$ cat src/rtl/handshake_link.sv
// Self-contained valid/ready link: buffered master, LFSR-backpressured slave, rx beat reporting.
// Latency: put to bus valid one edge, bus accept to rx_valid one edge.
// Backpressure: put_ready drops when the master buffer is full; bus ready is constant or LFSR-driven.

// Generic synchronous FIFO with registered storage and head-of-queue read data.
// Latency: a write becomes visible at rd_dat/rd_vld after the next edge.
// Backpressure: wr_rdy low while full; a write that arrives while full is ignored.
module handshake_fifo #(
    parameter int W     = 8,
    parameter int DEPTH = 4
) (
    input  logic         clk,
    input  logic         rst,
    input  logic         wr_vld,
    output logic         wr_rdy,
    input  logic [W-1:0] wr_dat,
    output logic         rd_vld,
    input  logic         rd_rdy,
    output logic [W-1:0] rd_dat
);
    localparam int AW = $clog2(DEPTH);
    localparam logic [AW:0] FULL_CNT = (AW+1)'(DEPTH);

    logic [W-1:0]  mem [DEPTH];
    logic [AW-1:0] wr_ptr;
    logic [AW-1:0] rd_ptr;
    logic [AW:0]   count;
    logic          push;
    logic          pop;

    assign wr_rdy = (count != FULL_CNT);
    assign rd_vld = (count != '0);
    assign rd_dat = mem[rd_ptr];
    assign push   = wr_vld && wr_rdy;
    assign pop    = rd_vld && rd_rdy;

    always_ff @(posedge clk or negedge rst) begin
        if (!rst) begin
            for (int i = 0; i < DEPTH; i++) begin
                mem[i] <= '0;
            end
            wr_ptr <= '0;
            rd_ptr <= '0;
            count  <= '0;
        end else begin
            if (push) begin
                mem[wr_ptr] <= wr_dat;
                wr_ptr      <= wr_ptr + AW'(1);
            end
            if (pop) begin
                rd_ptr <= rd_ptr + AW'(1);
            end
            case ({push, pop})
                2'b10:   count <= count + (AW+1)'(1);
                2'b01:   count <= count - (AW+1)'(1);
                default: count <= count;
            endcase
        end
    end
endmodule

// Link top: put port feeds the master FIFO, bus handshake to the slave, slave reports beats.
// Latency: one edge put->valid, one edge valid&&ready->rx_valid; 1 beat/cycle with ready high.
// Backpressure: ready low holds valid/data stable; FIFO full drops put_ready.
module handshake_link #(
    parameter int          DATA_BITS    = 8,
    parameter bit          ALWAYS_READY = 1'b1,
    parameter int          FIFO_DEPTH   = 4,
    parameter logic [15:0] LFSR_SEED    = 16'hACE1
) (
    input  logic                 clk,
    input  logic                 rst,
    input  logic                 put_valid,
    input  logic [DATA_BITS-1:0] put_data,
    output logic                 put_ready,
    output logic                 valid,
    output logic                 ready,
    output logic [DATA_BITS-1:0] data,
    output logic                 rx_valid,
    output logic [DATA_BITS-1:0] rx_data,
    output logic [15:0]          beat_count
);
    logic live;
    logic xfer;

    handshake_fifo #(
        .W     (DATA_BITS),
        .DEPTH (FIFO_DEPTH)
    ) u_fifo (
        .clk    (clk),
        .rst    (rst),
        .wr_vld (put_valid),
        .wr_rdy (put_ready),
        .wr_dat (put_data),
        .rd_vld (valid),
        .rd_rdy (ready),
        .rd_dat (data)
    );

    // live keeps ready low during reset and the partial cycle after release
    always_ff @(posedge clk or negedge rst) begin
        if (!rst) begin
            live <= 1'b0;
        end else begin
            live <= 1'b1;
        end
    end

    generate
        if (ALWAYS_READY) begin : g_const_ready
            assign ready = live;
        end else begin : g_lfsr_ready
            logic [15:0] lfsr;
            logic [1:0]  stall_cnt;
            logic        fb;

            // Fibonacci taps 16,14,13,11 in right-shift form
            assign fb    = lfsr[0] ^ lfsr[2] ^ lfsr[3] ^ lfsr[5];
            assign ready = live && (lfsr[0] || (stall_cnt == 2'd3));

            always_ff @(posedge clk or negedge rst) begin
                if (!rst) begin
                    lfsr      <= LFSR_SEED;
                    stall_cnt <= 2'd0;
                end else if (live) begin
                    lfsr      <= {fb, lfsr[15:1]};
                    stall_cnt <= ready ? 2'd0 : stall_cnt + 2'd1;
                end
            end
        end
    endgenerate

    assign xfer = valid && ready;

    always_ff @(posedge clk or negedge rst) begin
        if (!rst) begin
            rx_valid   <= 1'b0;
            rx_data    <= '0;
            beat_count <= 16'd0;
        end else begin
            rx_valid <= xfer;
            if (xfer) begin
                rx_data    <= data;
                beat_count <= beat_count + 16'd1;
            end
        end
    end
endmodule

$ cat config.mk
export PLATFORM = sky130hd
export DESIGN_NAME = handshake_link
export DESIGN_NICKNAME = d
export VERILOG_FILES = /design/src/rtl/handshake_link.sv
export SDC_FILE = /design/constraint.sdc
export NUM_CORES = 1
export LEC_CHECK = 0
export CAP_MARGIN = 20
export CORE_UTILIZATION = 47
export DETAILED_ROUTE_END_ITERATION = 8
export PLACE_DENSITY = 0.75
export SLEW_MARGIN = 15
export SYNTH_ARGS = -nofsm -noshare
export SYNTH_HDL_FRONTEND = slang
export SYNTH_SLANG_ARGS = --single-unit
$ cat constraint.sdc
create_clock -name clk -period 2.25 [get_ports clk]
set_clock_uncertainty 0.05 [all_clocks]
set_input_delay 0.45 -clock clk [delete_from_list [all_inputs] [get_ports clk]]
set_output_delay 0.45 -clock clk [all_outputs]
set_load 0.02 [all_outputs]
---- Word-level counts from Yosys, hierarchy flattened ----
Cells that the tools add are included.
storage, ports and cells
  register bits ........................... 65
  input port bits ......................... 11
  output and inout bits ................... 36
  logic and storage cells ................. 36
operators by class
  $add $sub $neg .......................... 5
  magnitude comparators ................... 3
  equal/unequal tests ..................... 3
  mux-type cells .......................... 7
  bitwise operators ....................... 2
  reduce and logical (&&, ||, !) cells .... 5
operators by type and width
  operator                                              number
  bitwise mux 32 bit                                    1
  2-to-1 mux 8 bit                                      3
  adder 16 x 1 -> 16 bit (second input constant)        1
  binary-select mux 8 bit (select 2 bit)                1
  demux 8 bit (select 2 bit)                            1
  >= comparator 3 bit (second input constant)           2
  NOT 2 -> 3 bit                                        2
  one-hot mux 3 bit (2 select lines)                    1
  adder 2 x 1 -> 2 bit (second input constant)          2
  adder 3 x 1 -> 3 bit (second input constant)          1
  logical AND 1 bit                                     3
  < comparator 3 x 1 -> 1 bit (second input constant)   1
  inequality test 3 bit (second input constant)         1
  nonzero test 3 bit                                    1
  subtractor 3 x 1 -> 3 bit (second input constant)     1
  equality test 2 x 1 -> 1 bit (second input constant)  1
  equality test 2 bit (second input constant)           1
  nonzero test 2 bit                                    1

---- Longest topological paths before layout ----
  depth in word-level cells ............... 6
  gate-level depth with buffers ........... 9
  depth with buffers taken out ............ 9

---- Modules after synthesis ----
From an unflattened synthesis, not the netlist that was laid out.
unflattened totals
  cells, all modules ...................... 195
  area, all modules ....................... 3016.6 µm²
by module, submodules not included
  module          instances  cells each  area each (µm²)  seq. area each (µm²)
  handshake_fifo  1          115         1959.4           975.9
  handshake_link  1          80          1057.3           650.6

---- Least setup slack after synthesis ----
Ideal clock, no wire load.
  path type ............................... flip-flop to flip-flop
  start point ............................. reg live, in the netlist ready
  end point ............................... reg u_fifo.count[2]
  setup time .............................. 0.079 ns
  arrival ................................. 2.062 ns
  data required time ...................... 2.121 ns
  path slack .............................. 0.058 ns
  cell stages (with the launch flop) ...... 10
  path buffers ............................ 1
  period minus slack after synthesis ...... 2.192 ns
  path through ............................ dfrtp_1 > o31ai_4 > inv_1 > clkbuf_1 > ha_1 > inv_1 > fa_1 > xor2_1 > nor2_1 > xor2_1
between the ends
  word-level cells in the longest chain between the ends .. 3
  elaborated cells on any way between the ends .. 5
  those cells by class .................... eq/ne (2); mux (1); reduce/logical (2)
RTL lines
  element                                                                   RTL line  source
  start, declared                                                           83        logic live;
  start signal, assigned                                                    103       live <= 1'b0;
  start signal, assigned                                                    105       live <= 1'b1;
  logical AND 1 bit (*)                                                     35        assign pop = rd_vld && rd_rdy;
  via u_fifo.pop                                                            29        logic pop;
  equality test 2 x 1 -> 1 bit or equality test 2 bit (tied branches)       53        case ({push, pop})
  one-hot mux 3 bit (2 select lines) or nonzero test 2 bit (tied branches)  -
  end signal, assigned                                                      54        2'b10: count <= count + (AW+1)'(1);
  end signal, assigned                                                      55        2'b01: count <= count - (AW+1)'(1);
  end signal, assigned                                                      56        default: count <= count;
  end, declared                                                             27        logic [AW:0] count;
Mark *: on every way through the listed nets, which the timed path passes. The rest lies on a longest branch.
A chain may end at the register's enable or synchronous reset.

---- Worst setup path in the final report ----
  start point ............................. reg u_fifo.rd_ptr[0]
  end point ............................... out data[3]
between the ends
  word-level cells in the longest chain between the ends .. 4
RTL lines
  element                                               RTL line  source
  start, declared                                       26        logic [AW-1:0] rd_ptr;
  start signal, assigned                                51        rd_ptr <= rd_ptr + AW'(1);
  NOT 2 -> 3 bit (not written as such)                  33        assign rd_dat = mem[rd_ptr];
  binary-select mux 8 bit (select 2 bit)                33
  2-to-1 mux 8 bit (not written as such) (2 in series)  33
  end, declared                                         78        output logic [DATA_BITS-1:0] data,
No other way between the ends. The select of a mux whose other input is x is not followed.

==> results.md <==
- Iter 0 DRT Violations: 77
- Final setup viols: 0
- Commonest non-fill, non-tap cell in the layout: dfrtp_1
- Commonest cells after routing, fill and taps aside: dfrtp_1, nand2_1, clkdlybuf4s50_1
- Max-cap viol count: 0
- Total CTS buffers: 9
- Initial core utilization: between 40% and 50%
- Max Slew Vio Count: 0
- Fmax: about 460 MHz
- Largest net degree at the start of global routing: 66
- Internal Power: around 3300 uW
- Fin. Hold Viols: 0
- Die width: approximately 79 um
- Sw power: ~1800 uW
- Sequential share of the synthesized area: between 50% and 60%
- CP bufs+invs: 3
- Post-DP Area: 3420 um2
- Post-Syn Instances: about 210
- Setup CP Type: register to output port
- Synthesized area: 2820 um2
- Final TNS setup: 0 ps
- Ant diodes: 0
- Number of global-route vias before repair: around 1700
- Layout cells sized above 1: 29.6%
- I/O pin count: 47
- Fill count: 445
- Initial antenna violation count: 0
- Max incr delay on CP: around 520 ps
- Setup crit end kind: output port
- Routed wire length: between 5000 and 6000 um
- Die ar.: ~6300 um2
- Vias/cell: roughly 5
- Buffers on Ports: between 40 and 50
- Clock slew at reported path FFs: 60 ps
- Unrepaired setup endpoints after global routing: false
- Slowest-stage cell, CP: mux4_2
- Post-route DRC: 0
- DP HPWL: approximately 3500 um
- Syn Area/Cell: 13.5 um2
- Comb pwr share: 43.0%
- Crit-path cells: buf_4, buf_4, mux4_2, clkbuf_2
- First-pass GRT wire length: 8560 um
- Total Power: roughly 5200 uW
- Nets: 287
- Period minus WS final: between 2000 and 2500 ps
- Standard-cell rows: 27
- Post-route clock period utilization: a little over nine tenths
- Final Worst Setup Slack: approximately 85 ps
- Core ar.: about 5600 um2
- CTS tree: built
- Worst VDD drop: ~700 uV
- CP Max Fanout: 2
- CTS Sinks: 65
- Crit path DAT: between 1500 and 2000 ps
- Avg WL per Cell: roughly 14 um
- Switching Fraction: approximately 36%
- Static Leak: about 0.0016 uW
- Status: completed
- Routability cong.: roughly 0.72
- Cell mode on critical path: buf_4
- Worst Path Required: roughly 1800 ps
- Layout Cells excl Fill: between 300 and 400
- Startpoint types: register
- YS warnings: 0
- Pwr dens: ~1400 nW/um2
- Routed Antenna Nets: 0
- Total grt overflow: 0
- P&R area growth vs syn: 27.1%
- Cell family with most CP delay: multiplexers
- Total number of vias: ~1700
- Clock Root Buffer: clkbuf_8
- H-tree depth: 3
- Worst hold-check path type: primary input to async pin
- CTS max path bufs: 2
- Gr usage total: 18.5%
- DP Cell Count: ~330
- Mapped Nets: around 230
- Clock power share: between 15 and 20%
- Cell variety after synth: 25
- Number of synthesized register bits: between 60 and 70
- Flop pwr share: just under 40%
- 1st-pass router iterations: 4
- Clock Latency Late Sink: roughly 330 ps
- Final instance area: ~3600 um2
- Die height: between 70 and 80 um
- Setup WS pre-CTS: between 50 and 60 ps
-- kinds of logic after synthesis --
kind of cell | share of synthesized area (%)
AND/OR/NAND/NOR | 9.77
flip-flops | 57.8
multiplexers | 19.5
adder cells (fa/ha/maj) | 3.38
XOR/XNOR | 6.53
buffers and inverters | 1.56
AO/OA/AOI/OAI | 1.33
other | 0.133
-- path summary, 6_finish.rpt --
| path | from | to | slack (ps) | cells after the start |
|---|---|---|---|---|
| worst max-delay path | u_fifo.rd_ptr[0] | data[3] | 90 | 4 |
| worst min-delay path | rst | ready | 70 | 2 |
| worst max register to register | u_fifo.count[0] | u_fifo.count[2] | 330 | 9 |
| worst min register to register | rx_data[0] | rx_data[0] | 430 | 2 |
| max in group asynchronous | rst | rx_data[1] | 1800 | 2 |
| min in group clk | rx_data[0] | rx_data[0] | 430 | 2 |
-- power groups by stage --
stage | registers [uW] | logic [uW] | clock network (uW)
floorplan | 2070 | 1400 | 0
global placement | 2020 | 2340 | 0
detailed placement | 2040 | 2390 | 0
CTS | 2030 | 2300 | 955
global route | 2090 | 2420 | 1010
finish | 2020 | 2220 | 928
-- Yosys cell counts --
master     n  area (um2)
conb_1     1        3.75
xnor2_1   15         131
o21ai_0    1        5.00
nand4_1    2        12.5
nand2_2    4        25.0
and3_1     1        6.26
nand2_1   37         139
a21boi_2   1        11.3
nand3_1    6        30.0
dfrtp_1   65        1630
nor3_1     2        10.0
ha_1       6        75.1
o31ai_4    1        21.3
nor2_1     3        11.3
xor2_1     6        52.6
and4_1     1        8.76
mux2_2    32         360
buf_2      2        10.0
mux2i_1    1        10.0
or3_2      1        7.51
clkbuf_1   2        7.51
inv_1      7        26.3
fa_1       1        20.0
mux4_2     8         180
nor4_2     2        25.0
-- routing by layer --
| layer | routed length (um) | vias up | global-route usage [%] |
|---|---|---|---|
| li1 | - | 834 | - |
| met1 | 2370 | 845 | 25.1 |
| met2 | 2350 | 44 | 27.8 |
| met3 | 212 | 9 | 4.91 |
| met4 | 82 | 0 | 8.18 |
| met5 | 0 | - | 0 |
-- flip-flops by register name, summed over array words and instances (netlist names) --
signal,cells
ready,1
u_fifo.rd_ptr,2
beat_count,16
rx_valid,1
u_fifo.count,3
u_fifo.wr_ptr,2
rx_data,8
u_fifo.mem,32
-- area by class of cell --
cell class | count | area (um2) | share of cell area [%]
timing repair buffer | 54 | 499 | 13.9
inverter | 7 | 26.3 | 0.734
tap | 72 | 90.1 | 2.52
clock buffer | 14 | 183 | 5.10
sequential | 65 | 1630 | 45.4
clock inverter | 2 | 10.0 | 0.280
multi-input combinational | 132 | 1150 | 32.0
-- metrics by stage --
stage                     hold slack [ps]  util [%]
after floorplan                       104         -
after global placement                407      60.7
after detailed placement              419      60.7
after CTS                            82.4      64.0
after global routing                 98.2      63.5
final                                68.6      63.5
-- worst register-to-register path: cells and delay by family, from the launching register on --
family / cells / cell delay [ps]
XOR/XNOR: 2 / 290
flip-flops: 1 / 450
AND/OR/NAND/NOR: 2 / 300
AO/OA/AOI/OAI: 1 / 90
adder cells (fa/ha/maj): 2 / 540
buffers and inverters: 2 / 130
-- repair_timing --
| item | in CTS | in global routing |
|---|---|---|
| setup buffers | 0 | 1 |
| hold buffers | 0 | 0 |
| resized for setup | 14 | 11 |
| endpoints found under the setup margin | 9 | 8 |
Note: power is estimated with default switching activity, not from simulation.
